==> config.mk <==
export PLATFORM = sky130hd
export DESIGN_NAME = sbus_arbiter_flat
export DESIGN_NICKNAME = d
export VERILOG_FILES = /design/src/rtl/sbus_arbiter_if.sv /design/src/rtl/sbus_arbiter.sv /design/src/flat_wrapper.sv
export SDC_FILE = /design/constraint.sdc
export NUM_CORES = 1
export LEC_CHECK = 0
export BUFFER_PORTS_ARGS = -buffer_cell sky130_fd_sc_hd__clkbuf_2
export CELL_PAD_IN_SITES_DETAIL_PLACEMENT = 1
export CELL_PAD_IN_SITES_GLOBAL_PLACEMENT = 1
export CORE_ASPECT_RATIO = 0.5
export CORE_MARGIN = 1
export CORE_UTILIZATION = 40
export DETAILED_ROUTE_END_ITERATION = 16
export PLACE_DENSITY = 0.74
export SLEW_MARGIN = 20
export SYNTH_ARGS = -nofsm -noshare
export SYNTH_HDL_FRONTEND = slang
export SYNTH_SLANG_ARGS = --single-unit
==> constraint.sdc <==
create_clock -name in_clk -period 1.9 [get_ports in_clk]
set_input_delay 0.285 -clock in_clk [delete_from_list [all_inputs] [get_ports in_clk]]
set_output_delay 0.285 -clock in_clk [all_outputs]
set_load 0.03 [all_outputs]
==> src/rtl/sbus_arbiter_if.sv <==
// -----------------------------------------------------------------------------
// sbus_arbiter_if
// Handshake bundle between the serial-bus master ports and the bus arbiter.
//   master modport : requester side (drives breq, split_en, split_done)
//   slave  modport : arbiter side   (drives bgrant, msel, bus_busy,
//                                    split_owner, timeout)
// Signals:
//   breq        per-master request, held for the whole transaction
//   split_en    addressed slave asks for a split
//   split_done  one-cycle pulse, split slave ready to resume
//   bgrant      one-hot grant (or zero)
//   msel        encoded index of granted master (0 when idle)
//   bus_busy    OR of bgrant
//   split_owner one-hot parked master (or zero)
//   timeout     one-cycle pulse when the hold watchdog revokes a grant
// -----------------------------------------------------------------------------
interface sbus_arbiter_if #(
  parameter int NUM_MASTERS = 2
);
  localparam int SEL_W = (NUM_MASTERS > 1) ? $clog2(NUM_MASTERS) : 1;

  logic [NUM_MASTERS-1:0] breq;
  logic                   split_en;
  logic                   split_done;
  logic [NUM_MASTERS-1:0] bgrant;
  logic [SEL_W-1:0]       msel;
  logic                   bus_busy;
  logic [NUM_MASTERS-1:0] split_owner;
  logic                   timeout;

  modport master (
    output breq, split_en, split_done,
    input  bgrant, msel, bus_busy, split_owner, timeout
  );

  modport slave (
    input  breq, split_en, split_done,
    output bgrant, msel, bus_busy, split_owner, timeout
  );
endinterface

==> src/rtl/sbus_arbiter.sv <==
// -----------------------------------------------------------------------------
// sbus_arbiter
// Shares the serial system bus between NUM_MASTERS masters with one-hot
// grants. Round-robin among requesters; a master whose slave raises a split
// is parked and later resumed with top priority once split_done is seen.
// A hold watchdog (MAX_HOLD cycles, 0 = off) revokes over-long grants.
// Every grant removal is followed by one dead TURN cycle.
// Ports:
//   in_clk   bus clock, rising edge
//   reset_n  asynchronous active-low reset
//   bus      sbus_arbiter_if.slave bundle (requests in, grant/status out)
// All outputs are registered.
// -----------------------------------------------------------------------------
module sbus_arbiter #(
  parameter int NUM_MASTERS = 2,
  parameter int MAX_HOLD    = 1024
) (
  input  logic          in_clk,
  input  logic          reset_n,
  sbus_arbiter_if.slave bus
);
  localparam int SEL_W    = (NUM_MASTERS > 1) ? $clog2(NUM_MASTERS) : 1;
  localparam int HOLD_W   = (MAX_HOLD > 0) ? $clog2(MAX_HOLD + 1) : 1;
  localparam int HOLD_LIM = (MAX_HOLD > 0) ? MAX_HOLD - 1 : 0;
  localparam bit WD_EN    = (MAX_HOLD > 0);
  localparam logic [NUM_MASTERS-1:0] ONE_HOT0 = NUM_MASTERS'(1);

  typedef enum logic [1:0] {
    ST_IDLE    = 2'd0,
    ST_GRANTED = 2'd1,
    ST_TURN    = 2'd2
  } state_t;

  state_t                 state_q,   state_d;
  logic [NUM_MASTERS-1:0] bgrant_q,  bgrant_d;
  logic [NUM_MASTERS-1:0] owner_q,   owner_d;   // parked (split) master
  logic [SEL_W-1:0]       msel_q,    msel_d;
  logic [SEL_W-1:0]       last_q,    last_d;    // last granted index
  logic                   busy_q,    busy_d;
  logic                   resume_q,  resume_d;
  logic                   timeout_q, timeout_d;
  logic [HOLD_W-1:0]      hold_q,    hold_d;

  // Parked master is invisible to round-robin until it resumes.
  logic [NUM_MASTERS-1:0] eligible;
  logic                   resume_hit;
  assign eligible   = bus.breq & ~owner_q;
  assign resume_hit = resume_q && (|(owner_q & bus.breq));

  // Candidate index for each round-robin offset, starting after last_q.
  logic [SEL_W-1:0] cand_idx [NUM_MASTERS];
  genvar gi;
  generate
    for (gi = 0; gi < NUM_MASTERS; gi++) begin : g_cand
      assign cand_idx[gi] = SEL_W'((32'(last_q) + 32'(gi) + 32'd1) % 32'(NUM_MASTERS));
    end
  endgenerate

  logic             rr_found;
  logic [SEL_W-1:0] rr_idx;
  always_comb begin
    rr_found = 1'b0;
    rr_idx   = '0;
    // Walk from the farthest offset down so the nearest eligible one wins.
    for (int k = NUM_MASTERS - 1; k >= 0; k--) begin
      if (eligible[cand_idx[k]]) begin
        rr_found = 1'b1;
        rr_idx   = cand_idx[k];
      end
    end
  end

  logic [SEL_W-1:0] owner_idx;
  always_comb begin
    owner_idx = '0;
    for (int i = 0; i < NUM_MASTERS; i++) begin
      if (owner_q[i]) owner_idx = SEL_W'(i);
    end
  end

  always_comb begin
    state_d   = state_q;
    bgrant_d  = bgrant_q;
    owner_d   = owner_q;
    msel_d    = msel_q;
    last_d    = last_q;
    resume_d  = resume_q;
    hold_d    = hold_q;
    timeout_d = 1'b0;

    // split_done only counts while someone is parked (old owner value, so
    // a pulse in the parking cycle itself is dropped).
    if ((|owner_q) && bus.split_done) resume_d = 1'b1;

    unique case (state_q)
      ST_IDLE: begin
        if (resume_hit) begin
          state_d  = ST_GRANTED;
          bgrant_d = owner_q;
          msel_d   = owner_idx;
          last_d   = owner_idx;
          hold_d   = '0;
          owner_d  = '0;
          resume_d = 1'b0;
        end else if (rr_found) begin
          state_d  = ST_GRANTED;
          bgrant_d = ONE_HOT0 << rr_idx;
          msel_d   = rr_idx;
          last_d   = rr_idx;
          hold_d   = '0;
        end
      end
      ST_GRANTED: begin
        // Release beats split, split beats watchdog.
        if (!(|(bus.breq & bgrant_q))) begin
          state_d  = ST_TURN;
          bgrant_d = '0;
          msel_d   = '0;
        end else if (bus.split_en && !(|owner_q)) begin
          state_d  = ST_TURN;
          owner_d  = bgrant_q;
          bgrant_d = '0;
          msel_d   = '0;
        end else if (WD_EN && (hold_q == HOLD_W'(HOLD_LIM))) begin
          state_d   = ST_TURN;
          bgrant_d  = '0;
          msel_d    = '0;
          timeout_d = 1'b1;
        end else if (hold_q != '1) begin
          hold_d = hold_q + HOLD_W'(1);
        end
      end
      ST_TURN: begin
        state_d = ST_IDLE;
      end
      default: begin
        state_d  = ST_IDLE;
        bgrant_d = '0;
        msel_d   = '0;
      end
    endcase
  end

  assign busy_d = |bgrant_d;

  always_ff @(posedge in_clk or negedge reset_n) begin
    if (!reset_n) begin
      state_q   <= ST_IDLE;
      bgrant_q  <= '0;
      owner_q   <= '0;
      msel_q    <= '0;
      last_q    <= SEL_W'(NUM_MASTERS - 1);  // master 0 is first in line
      busy_q    <= 1'b0;
      resume_q  <= 1'b0;
      timeout_q <= 1'b0;
      hold_q    <= '0;
    end else begin
      state_q   <= state_d;
      bgrant_q  <= bgrant_d;
      owner_q   <= owner_d;
      msel_q    <= msel_d;
      last_q    <= last_d;
      busy_q    <= busy_d;
      resume_q  <= resume_d;
      timeout_q <= timeout_d;
      hold_q    <= hold_d;
    end
  end

  assign bus.bgrant      = bgrant_q;
  assign bus.msel        = msel_q;
  assign bus.bus_busy    = busy_q;
  assign bus.split_owner = owner_q;
  assign bus.timeout     = timeout_q;

endmodule

==> src/flat_wrapper.sv <==
// flat-port wrapper written by rule: the top's interface ports become plain ports
module sbus_arbiter_flat 
#(
  parameter int NUM_MASTERS = 2,
  parameter int MAX_HOLD    = 1024
)
  (in_clk, reset_n, bus_breq, bus_split_en, bus_split_done, bus_bgrant, bus_msel, bus_bus_busy, bus_split_owner, bus_timeout);
  sbus_arbiter_if #(.NUM_MASTERS(NUM_MASTERS)) bus_i ();
  input  logic in_clk;
  input  logic reset_n;
  input wire logic [$bits(bus_i.breq)-1:0] bus_breq;
  input wire logic [$bits(bus_i.split_en)-1:0] bus_split_en;
  input wire logic [$bits(bus_i.split_done)-1:0] bus_split_done;
  output wire logic [$bits(bus_i.bgrant)-1:0] bus_bgrant;
  output wire logic [$bits(bus_i.msel)-1:0] bus_msel;
  output wire logic [$bits(bus_i.bus_busy)-1:0] bus_bus_busy;
  output wire logic [$bits(bus_i.split_owner)-1:0] bus_split_owner;
  output wire logic [$bits(bus_i.timeout)-1:0] bus_timeout;
  assign bus_i.breq = bus_breq;
  assign bus_i.split_en = bus_split_en;
  assign bus_i.split_done = bus_split_done;
  assign bus_bgrant = bus_i.bgrant;
  assign bus_msel = bus_i.msel;
  assign bus_bus_busy = bus_i.bus_busy;
  assign bus_split_owner = bus_i.split_owner;
  assign bus_timeout = bus_i.timeout;
  sbus_arbiter #(.NUM_MASTERS(NUM_MASTERS), .MAX_HOLD(MAX_HOLD)) u_core (.in_clk(in_clk), .reset_n(reset_n), .bus(bus_i));
endmodule
==> impl_metrics.json, run 1 <==
{
  "die_area_mm2": 0.00331,
  "cts_made_buffers": 3,
  "die_w_um": 80.4,
  "initial_core_util_pct": 44.7,
  "drt_iter0_markers": 31,
  "die_h_um": 41.2,
  "grt_pass1_wl_um": 4910,
  "cts_resized": 0,
  "synthTopCellsByArea": "dfrtp_1 (43%), mux2i_1 (3.3%), o31ai_1 (3.1%), a21oi_1 (2.9%), and3_1 (2.5%)",
  "wl_um": 2950,
  "io_buffers": 12,
  "clock-root-buffer": "clkbuf_8",
  "max_freq_mhz": 563,
  "drive_gt1_share_pct": 25.4,
  "max-slew-margin-rel_pct": 62.2,
  "synth_nets": 127,
  "tritoncts": "done",
  "grt_max_degree": 23,
  "grt_usage_pct": 21.0,
  "worst-r2r-cell-count": 4,
  "synth_ff_type": "dfrtp_1",
  "crit_type": "flip-flop to flip-flop",
  "clkLatencyLatePin_ns": 0.27,
  "postCtsSetupBuffers": 0,
  "ir_drop_v": 0.000722,
  "finClkSkew_ns": 0.00949,
  "areaGrowthSynthToFinish_pct": 17.9,
  "p_leak_nw": 0.656,
  "syn-cell-area_mm2": 0.00123,
  "drt.antenna.violating_nets": 0,
  "hold_viol_final": 11,
  "drv_cap": 0,
  "hp-class": "primary input to async pin",
  "rows": 13,
  "cts_hold_buf": 0,
  "ys_seq_area_share_pct": 44.9,
  "antenna_found_initial": 0,
  "total_power_mw": 1.81,
  "yosys.area.top_type": "dfrtp_1",
  "power_density_mw_per_mm2": 1250,
  "setup_violations": 0,
  "slowest_delay_ns": 0.53,
  "clk_pin_slew_ns": 0.09,
  "violations": "negative hold slack",
  "h-tree-depth": 1,
  "syn_area_per_cell_um2": 10.2,
  "finalCriticalPeriod_ns": 1.78,
  "slew_viol_final": 0,
  "rsz0062_at_grt": "no",
  "viasPerCell": 5.85,
  "setup_tns_ns": 0,
  "ys_types": 44,
  "r2r-start": "u_core.state_q[1]$_DFFE_PN0P_",
  "cp_max_fo": 12,
  "cp_slowest_cell": "or4_1",
  "overflow": 0,
  "post_drt_wl_per_cell_um": 16.5,
  "drt-pass1-iter-count": 4,
  "cp_data_required_time_ns": 2.10,
  "yosysWarnings": 0,
  "holdWs_ns": -0.0122,
  "clockBufferDepth": 2,
  "cp_data_arrival_time_ns": 1.98,
  "reg2reg_slack_ns": 0.12,
  "start_kind": "flip-flop",
  "detail_route.drc_violations": 0,
  "first_global_vias": 999,
  "async_flop_share_pct": 100,
  "period_share_pct": 93.6,
  "crit-reg2reg-capture": "u_core.hold_q[3]$_DFFE_PN0P_",
  "worst_slew_pin_slew_ns": 0.568,
  "synth_edf_count": 0,
  "place_hpwl_um": 2200,
  "endpoint_kind": "flip-flop",
  "coreArea_mm2": 0.00275,
  "clock-sinks": 22,
  "antennaDiodeCount": 0,
  "path_cells": "nand2b_1, or3_4, or4_1, a21oi_1",
  "synth-seq-cells": 22,
  "status": "finished with violations",
  "synthCells": 120,
  "nets": 150,
  "vias": 1047,
  "synth_top_area_share_pct": 42.8,
  "gp_congestion": 0.759,
  "ios": 13
}
-- cell usage after synthesis, drive strengths merged, types with 2 or more instances --
library cell	n
a221o	2
nor3	4
and3	5
nand2b	2
a22oi	4
or3	2
nand4	3
nor3b	2
o21ai	5
nand3	5
or4	4
mux2i	4
and4	2
nand2	4
o41ai	3
dfrtp	21
and2b	2
mux2	2
nor2	3
clkbuf	2
or4b	3
o31ai	5
inv	4
a21oi	7
a21o	2
buf	4
-- cell type report --
cell class | count | area [um^2]
Tap cell | 37 | 46.3
Clock buffer | 4 | 45.0
Multi-Input combinational cell | 88 | 638
Sequential cell | 22 | 554
Inverter | 4 | 15.0
Timing Repair Buffer | 24 | 150
Fill cell | 316 | 1300
-- where the power goes --
part	internal, mW	switching [mW]	leakage, nW	total, mW
sequential	0.586	0.0945	0.289	0.680
combinational	0.342	0.480	0.344	0.822
clock	0.150	0.160	0.0228	0.310
total	1.08	0.735	0.656	1.81
-- placed cells by master (no fill, tap or decap), types with 3 or more instances in the layout --
cell type	n
clkbuf_2	12
and3_1	5
or4b_1	3
a21oi_1	7
o21ai_0	5
mux2i_1	4
or4_1	4
dfrtp_1	19
inv_1	4
buf_4	12
nor3_1	4
o41ai_1	3
o31ai_1	5
a22oi_1	4
nand3_1	5
nand2_1	4
clkbuf_8	3
nor2_1	3
nand4_1	3
-- logic make-up (layout without fill, tap and decap cells) --
group / after synthesis / after routing / share of synthesized area [%]
AO/OA/AOI/OAI: 35 / 35 / 20.7
buffers and inverters: 10 / 32 / 4.18
adder cells (fa/ha/maj): 1 / 1 / 1.02
flip-flops: 22 / 22 / 44.9
multiplexers: 6 / 6 / 5.09
AND/OR/NAND/NOR: 46 / 46 / 24.1
-- layer usage --
layer,vias up,global-route usage [%],wire length (um)
met5,-,0,0
met4,0,9.38,49
met3,5,4.67,86
met2,13,36.9,1350
met1,513,26.1,1460
li1,516,-,-
-- critical path, delay by kind of cell (launching register included) --
| family | cells | cell delay (ns) |
|---|---|---|
| flops | 1 | 0.38 |
| compound gates | 1 | 0.14 |
| simple gates | 3 | 1.20 |
-- per-stage QoR --
step                area [um^2]  hold WS (ns)  std cells  worst slack (ns)  utilization, %
floorplan                  1250       -0.0106        120            0.0161               -
global placement           1400         0.307        175             0.162            51.1
detailed placement         1400         0.304        175             0.122            51.1
CTS                        1450       0.00239        179             0.112            52.7
global route               1450        0.0338        179            0.0319            52.7
finish                     1450       -0.0122        179             0.122            52.7
-- how the worst max path moves through the flow --
stage                                           from                      endpoint  cells past startpoint
2_1_floorplan  u_core.bus.split_owner[0]$_DFFE_PN0P_  u_core.hold_q[3]$_DFFE_PN0P_                      6
3_3_place_gp   u_core.bus.split_owner[0]$_DFFE_PN0P_   u_core.bus.msel$_DFFE_PN0P_                      4
3_5_place_dp           u_core.state_q[1]$_DFFE_PN0P_  u_core.hold_q[4]$_DFFE_PN0P_                      4
4_1_cts                u_core.state_q[1]$_DFFE_PN0P_  u_core.hold_q[4]$_DFFE_PN0P_                      4
5_1_grt                u_core.state_q[1]$_DFFE_PN0P_  u_core.hold_q[9]$_DFFE_PN0P_                      5
6_report               u_core.state_q[1]$_DFFE_PN0P_  u_core.hold_q[3]$_DFFE_PN0P_                      4
-- flip-flops by register name (all words and copies together), names as in the netlist --
name,cells
u_core.bus.msel,1
u_core.hold_q,11
u_core.last_q,1
u_core.bus.split_owner,2
u_core.bus.bgrant,2
u_core.bus.bus_busy,1
u_core.bus.timeout,1
u_core.resume_q,1
u_core.state_q,2
Power figures use the tool's default switching activity.
==> run 2, diff against run 1 <==
Settings changed: ABC_AREA set to 1, CORE_UTILIZATION 40 to 38, PLACE_DENSITY 0.74 to 0.75.
==> run 2 against run 1 <==
Against the previous run:
- the run still ends with negative hold slack left
- sequential power grew 2%
- via count rose by 6.5%
- clock skew decreased by 0.0074 ns
- critical path type unchanged
==> impl_metrics.json, run 2 <==
{
  "critPathTopFamily": "simple AND/OR/NAND/NOR gates",
  "crit_type": "flip-flop to flip-flop",
  "slowest_delay_ns": 0.40,
  "ys_seq_area_share_pct": 43.4,
  "final_cell_mix": "nand2_1 (49), dfrtp_1 (21), inv_1 (20)",
  "rsz0062_at_grt": "no",
  "yosysWarnings": 0,
  "first_global_vias": 1105,
  "holdWs_ns": -0.0132,
  "path_cells": "ha_1, nand2_1, nor2_2, nand2_1, nand2_2, nand2_4, inv_2, nor2_1, a21oi_1",
  "die_area_mm2": 0.00359,
  "drive_gt1_share_pct": 20.4,
  "synth_edf_count": 0,
  "cts_resized": 0,
  "areaGrowthSynthToFinish_pct": 13.4,
  "setup_tns_ns": 0,
  "post_drt_wl_per_cell_um": 13.3,
  "place_hpwl_um": 2240,
  "syn-cell-area_mm2": 0.00127,
  "drt-pass1-iter-count": 3,
  "switchingPower_mw": 0.847,
  "clkLatencyLatePin_ns": 0.27,
  "cp_slowest_cell": "dfrtp_1",
  "cts_hold_buf": 0,
  "gr-usage-met1_pct": 23.3,
  "cp_max_fo": 11,
  "synth_top_area_share_pct": 41.4,
  "max_freq_mhz": 588,
  "synthCells": 166,
  "start_kind": "flip-flop",
  "finalCriticalPeriod_ns": 1.70,
  "nets": 189,
  "synth.most_common_cell": "nand2_1",
  "vias": 1115,
  "crit-reg2reg-capture": "u_core.hold_q[0]$_DFFE_PN0P_",
  "synth_nets": 173,
  "period_share_pct": 89.4,
  "grt_pass1_wl_um": 5130,
  "die_w_um": 83.8,
  "reg2reg_slack_ns": 0.20,
  "final_common_cell": "nand2_1",
  "clk_pin_slew_ns": 0.09,
  "ir_drop_v": 0.000593,
  "grt_usage_pct": 18.7,
  "synth-seq-cells": 22,
  "p_leak_nw": 0.713,
  "antennaDiodeCount": 0,
  "top_usage_layer": "met2",
  "async_flop_share_pct": 100,
  "initial_core_util_pct": 41.2,
  "pwr-share-seq_pct": 35.6,
  "finClkSkew_ns": 0.00210,
  "tritoncts": "done",
  "ys_types": 30,
  "gp_congestion": 0.783,
  "slew_viol_final": 0,
  "max-slew-margin-rel_pct": 61.8,
  "synthTopCellsByArea": "dfrtp_1 (41%), nand2_1 (14%), inv_1 (5.9%), nand3_1 (5.1%), nor2_1 (4.1%)",
  "worst_slew_pin_slew_ns": 0.572,
  "drv_cap": 0,
  "wl_um": 2950,
  "hp-class": "primary input to async pin",
  "synth_ff_type": "dfrtp_1",
  "overflow": 0,
  "clock-sinks": 22,
  "use_met2_pct": 32.0,
  "r2r-start": "u_core.hold_q[1]$_DFFE_PN0P_",
  "cp_common_cell": "nand2_1",
  "path_buf_inv": 1,
  "cts_made_buffers": 3,
  "met3_usage_pct": 4.67,
  "drt.antenna.violating_nets": 0,
  "ios": 13,
  "comb_power_share_pct": 40.8,
  "viasPerCell": 5.05,
  "io_buffers": 12,
  "hold_viol_final": 21,
  "clock-root-buffer": "clkbuf_8",
  "die_h_um": 42.9,
  "coreArea_mm2": 0.00308,
  "grt_max_degree": 23,
  "power_density_mw_per_mm2": 1350,
  "antenna_found_initial": 0,
  "postCtsSetupBuffers": 0,
  "pwr-share-clk_pct": 23.6,
  "switching_share_pct": 43.7,
  "h-tree-depth": 1,
  "status": "finished with violations",
  "rows": 14,
  "violations": "negative hold slack",
  "cp.depth": 9,
  "endpoint_kind": "flip-flop",
  "drt_iter0_markers": 25,
  "cp_data_required_time_ns": 2.10,
  "syn_area_per_cell_um2": 7.65,
  "cp_data_arrival_time_ns": 1.90,
  "largest_reg_flops": 11,
  "yosys.area.top_type": "dfrtp_1",
  "p_int_mw": 1.09,
  "synthTopCellsByCount": "nand2_1 (49), dfrtp_1 (21), inv_1 (20)",
  "largest_register": "u_core.hold_q",
  "worst-r2r-cell-count": 9,
  "detail_route.drc_violations": 0,
  "setup_violations": 0,
  "clockBufferDepth": 2
}
==> run 2: stage by stage <==
| step | utilization, % | instance area (um^2) | total power [mW] | std cells | setup WS, ns |
|---|---|---|---|---|---|
| 2_1_floorplan | - | 1270 | 1.29 | 166 | 0.407 |
| 3_3_place_gp | 44.4 | 1370 | 1.46 | 217 | 0.371 |
| 3_5_place_dp | 44.4 | 1370 | 1.50 | 217 | 0.245 |
| 4_1_cts | 46.7 | 1440 | 1.96 | 221 | 0.183 |
| 5_1_grt | 46.7 | 1440 | 2.08 | 221 | 0.0216 |
| 6_report | 46.7 | 1440 | 1.94 | 221 | 0.201 |
==> run 2: power by group through the flow <==
stage	combinational, mW	sequential (mW)	clock [mW]
floorplan	0.529	0.765	0
global placement	0.768	0.696	0
detailed placement	0.793	0.704	0
CTS	0.802	0.693	0.465
global route	0.884	0.709	0.488
finish	0.791	0.691	0.457
==> run 2: cells by family (layout without fill, tap and decap cells) <==
logic type | Yosys count | in the layout | synth area share, %
buffers and inverters | 25 | 40 | 8.28
flip-flops | 22 | 22 | 43.4
XOR/XNOR | 3 | 3 | 2.07
AO/OA/AOI/OAI | 22 | 22 | 10.6
adder cells (fa/ha/maj) | 1 | 1 | 0.985
AND/OR/NAND/NOR | 93 | 93 | 34.6
==> run 2: cell type report <==
class	instances	area (um^2)
Tap cell	40	50.0
Sequential cell	22	552
Inverter	23	86.3
Fill cell	400	1640
Multi-Input combinational cell	119	613
Clock buffer	3	41.3
Timing Repair Buffer	13	67.6
Clock inverter	1	30.0
==> run 2: metal layers <==
metal	part of all wire [%]	wire length [um]	up-vias
met5	0	0	-
met1	49	1460	547
met3	2.3	68	5
li1	-	-	552
met4	1.4	40	0
met2	47	1380	11
==> run 2: worst max-delay path by stage <==
stage,start,endpoint
after floorplan,u_core.bus.split_owner[0]$_DFFE_PN0P_,u_core.hold_q[5]$_DFFE_PN0P_
after global placement,u_core.hold_q[0]$_DFFE_PN0P_,u_core.hold_q[0]$_DFFE_PN0P_
after detailed placement,u_core.hold_q[0]$_DFFE_PN0P_,u_core.hold_q[0]$_DFFE_PN0P_
after CTS,u_core.hold_q[0]$_DFFE_PN0P_,u_core.hold_q[0]$_DFFE_PN0P_
after global routing,u_core.hold_q[0]$_DFFE_PN0P_,u_core.hold_q[0]$_DFFE_PN0P_
final,u_core.hold_q[1]$_DFFE_PN0P_,u_core.hold_q[0]$_DFFE_PN0P_
==> run 3, diff against run 2 <==
Settings changed: CORE_ASPECT_RATIO 0.5 to not set, HOLD_SLACK_MARGIN set to 0.15.
==> run 3 against run 2 <==
Against the previous run:
- the flow now finishes without violations
- hold slack better by 0.31 ns
- highest routed layer unchanged
- fmax down 0.52%
- largest cell class unchanged
- flip-flop and latch count unchanged
- die area down 0.39%
- worst setup slack worse by 0.0089 ns
- register-to-register slack about the same
- core utilization down 1.3 points
- sequential power rose by 1%
- sequential share of layout area is 0.82 points higher
- critical endpoint unchanged
- largest power group unchanged
==> impl_metrics.json, run 3 (same netlist as run 2, synthesis figures left out) <==
{
  "max-slew-margin-rel_pct": 63.4,
  "finalCriticalPeriod_ns": 1.71,
  "rsz0062_at_grt": "no",
  "final_cell_mix": "nand2_1 (49), dfrtp_1 (21), inv_1 (20)",
  "postCtsSetupBuffers": 0,
  "cp_data_arrival_time_ns": 1.95,
  "hold_viol_final": 0,
  "clk_pin_slew_ns": 0.13,
  "cts_hold_buf": 1,
  "rows": 20,
  "final_common_cell": "nand2_1",
  "status": "finished, final reports clean",
  "max_freq_mhz": 585,
  "detail_route.drc_violations": 0,
  "fin_area_mm2": 0.00141,
  "cp_data_required_time_ns": 2.15,
  "vias": 1117,
  "io_buffers": 12,
  "drt_iter0_markers": 45,
  "hp-class": "primary input to flip-flop",
  "clkLatencyLatePin_ns": 0.31,
  "clockBufferDepth": 2,
  "endpoint_kind": "flip-flop",
  "die_w_um": 59.8,
  "period_share_pct": 89.9,
  "antenna_found_initial": 0,
  "finClkSkew_ns": 0.00754,
  "grt_pass1_wl_um": 5220,
  "dp_worst_setup_slack_ns": 0.275,
  "first_global_vias": 1154,
  "worst_slack_ns": 0.192,
  "place_hpwl_um": 2360,
  "wl_um": 3020,
  "total_power_mw": 1.72,
  "slew_viol_final": 0,
  "drv_cap": 0,
  "overflow": 0,
  "final_cells": 226,
  "power_density_mw_per_mm2": 1220,
  "setup_tns_ns": 0,
  "initial_core_util_pct": 40.9,
  "largest_reg_flops": 11,
  "coreArea_mm2": 0.00310,
  "tritoncts": "done",
  "viasPerCell": 4.94,
  "ios": 13,
  "post_drt_wl_per_cell_um": 13.3,
  "placedCellCount": 221,
  "h-tree-depth": 1,
  "antennaDiodeCount": 0,
  "cts_resized": 0,
  "crit_type": "flip-flop to flip-flop",
  "areaGrowthSynthToFinish_pct": 11.0,
  "cts_made_buffers": 3,
  "ir_drop_v": 0.000713,
  "p_leak_nw": 0.697,
  "drive_gt1_share_pct": 19.8,
  "worst_slew_pin_slew_ns": 0.548,
  "cp_max_fo": 11,
  "drt.antenna.violating_nets": 0,
  "drt-pass1-iter-count": 4,
  "grt_max_degree": 23,
  "clock-root-buffer": "clkbuf_4",
  "gp_congestion": 0.796,
  "start_kind": "flip-flop",
  "clock-sinks": 22,
  "largest_register": "u_core.hold_q",
  "setup_violations": 0,
  "post_dp_cell_area_mm2": 0.00137,
  "nets": 190,
  "grt_usage_pct": 19.9,
  "die_area_mm2": 0.00358,
  "die_h_um": 59.8
}
==> run 3: cell types whose count changed in the layout (fill, tap and decap cells not counted), sizes merged <==
cell / previous run / this run
clkbuf: 15 / 16
bufinv: 1 / 0
dlygate4sd3: 0 / 1
==> run 3: power by group <==
group          switching [mW]  total (mW)  internal, mW  leakage (nW)
clock                   0.149       0.231        0.0820        0.0150
sequential              0.118       0.701         0.583         0.291
combinational           0.566       0.792         0.227         0.391
total                   0.833        1.72         0.892         0.697
==> run 3: final timing paths <==
| check | slack [ns] | depth (start not counted) | endpoint | from |
|---|---|---|---|---|
| min in group asynchronous | 0.47 | 2 | u_core.hold_q[5]$_DFFE_PN0P_ | reset_n |
| hold / removal | 0.29 | 4 | u_core.resume_q$_DFF_PN0_ | bus_split_done |
| setup reg to reg | 0.19 | 9 | u_core.hold_q[0]$_DFFE_PN0P_ | u_core.hold_q[1]$_DFFE_PN0P_ |
| setup / recovery | 0.19 | 9 | u_core.hold_q[0]$_DFFE_PN0P_ | u_core.hold_q[1]$_DFFE_PN0P_ |
| max in group asynchronous | 1.05 | 2 | u_core.last_q$_DFFE_PN1P_ | reset_n |
| hold reg to reg | 0.52 | 2 | u_core.hold_q[10]$_DFFE_PN0P_ | u_core.hold_q[10]$_DFFE_PN0P_ |
==> run 3: stage by stage <==
step | utilization, % | hold slack, ns
after floorplan | - | -0.0106
after global routing | 45.4 | 0.361
after detailed placement | 44.3 | 0.308
after global placement | 44.3 | 0.299
after CTS | 45.4 | 0.295
final | 45.4 | 0.294
==> run 3: final cells by class <==
cell class | count | area, um^2
clock buffers | 4 | 26.3
fillers | 426 | 1690
inverters | 23 | 86.3
multi-input cells | 119 | 613
flip-flops and latches | 22 | 552
well taps | 44 | 55.1
repair buffers | 14 | 77.6
==> run 3: metal layers <==
metal / GRT usage, % / routed length [um] / vias up
met1: 28.2 / 1500 / 545
met5: 0 / 0 / -
li1: - / - / 556
met2: 31.7 / 1430 / 12
met4: 5.98 / 28 / 0
met3: 1.95 / 56 / 4
==> run 3: worst max-delay path: stages, from the launching register on <==
cell and delay (ns):
dfrtp_1 0.42, ha_1 0.21, nand2_1 0.11, nor2_2 0.20
nand2_1 0.11, nand2_2 0.12, nand2_4 0.08, inv_2 0.19
nor2_1 0.09, a21oi_1 0.12
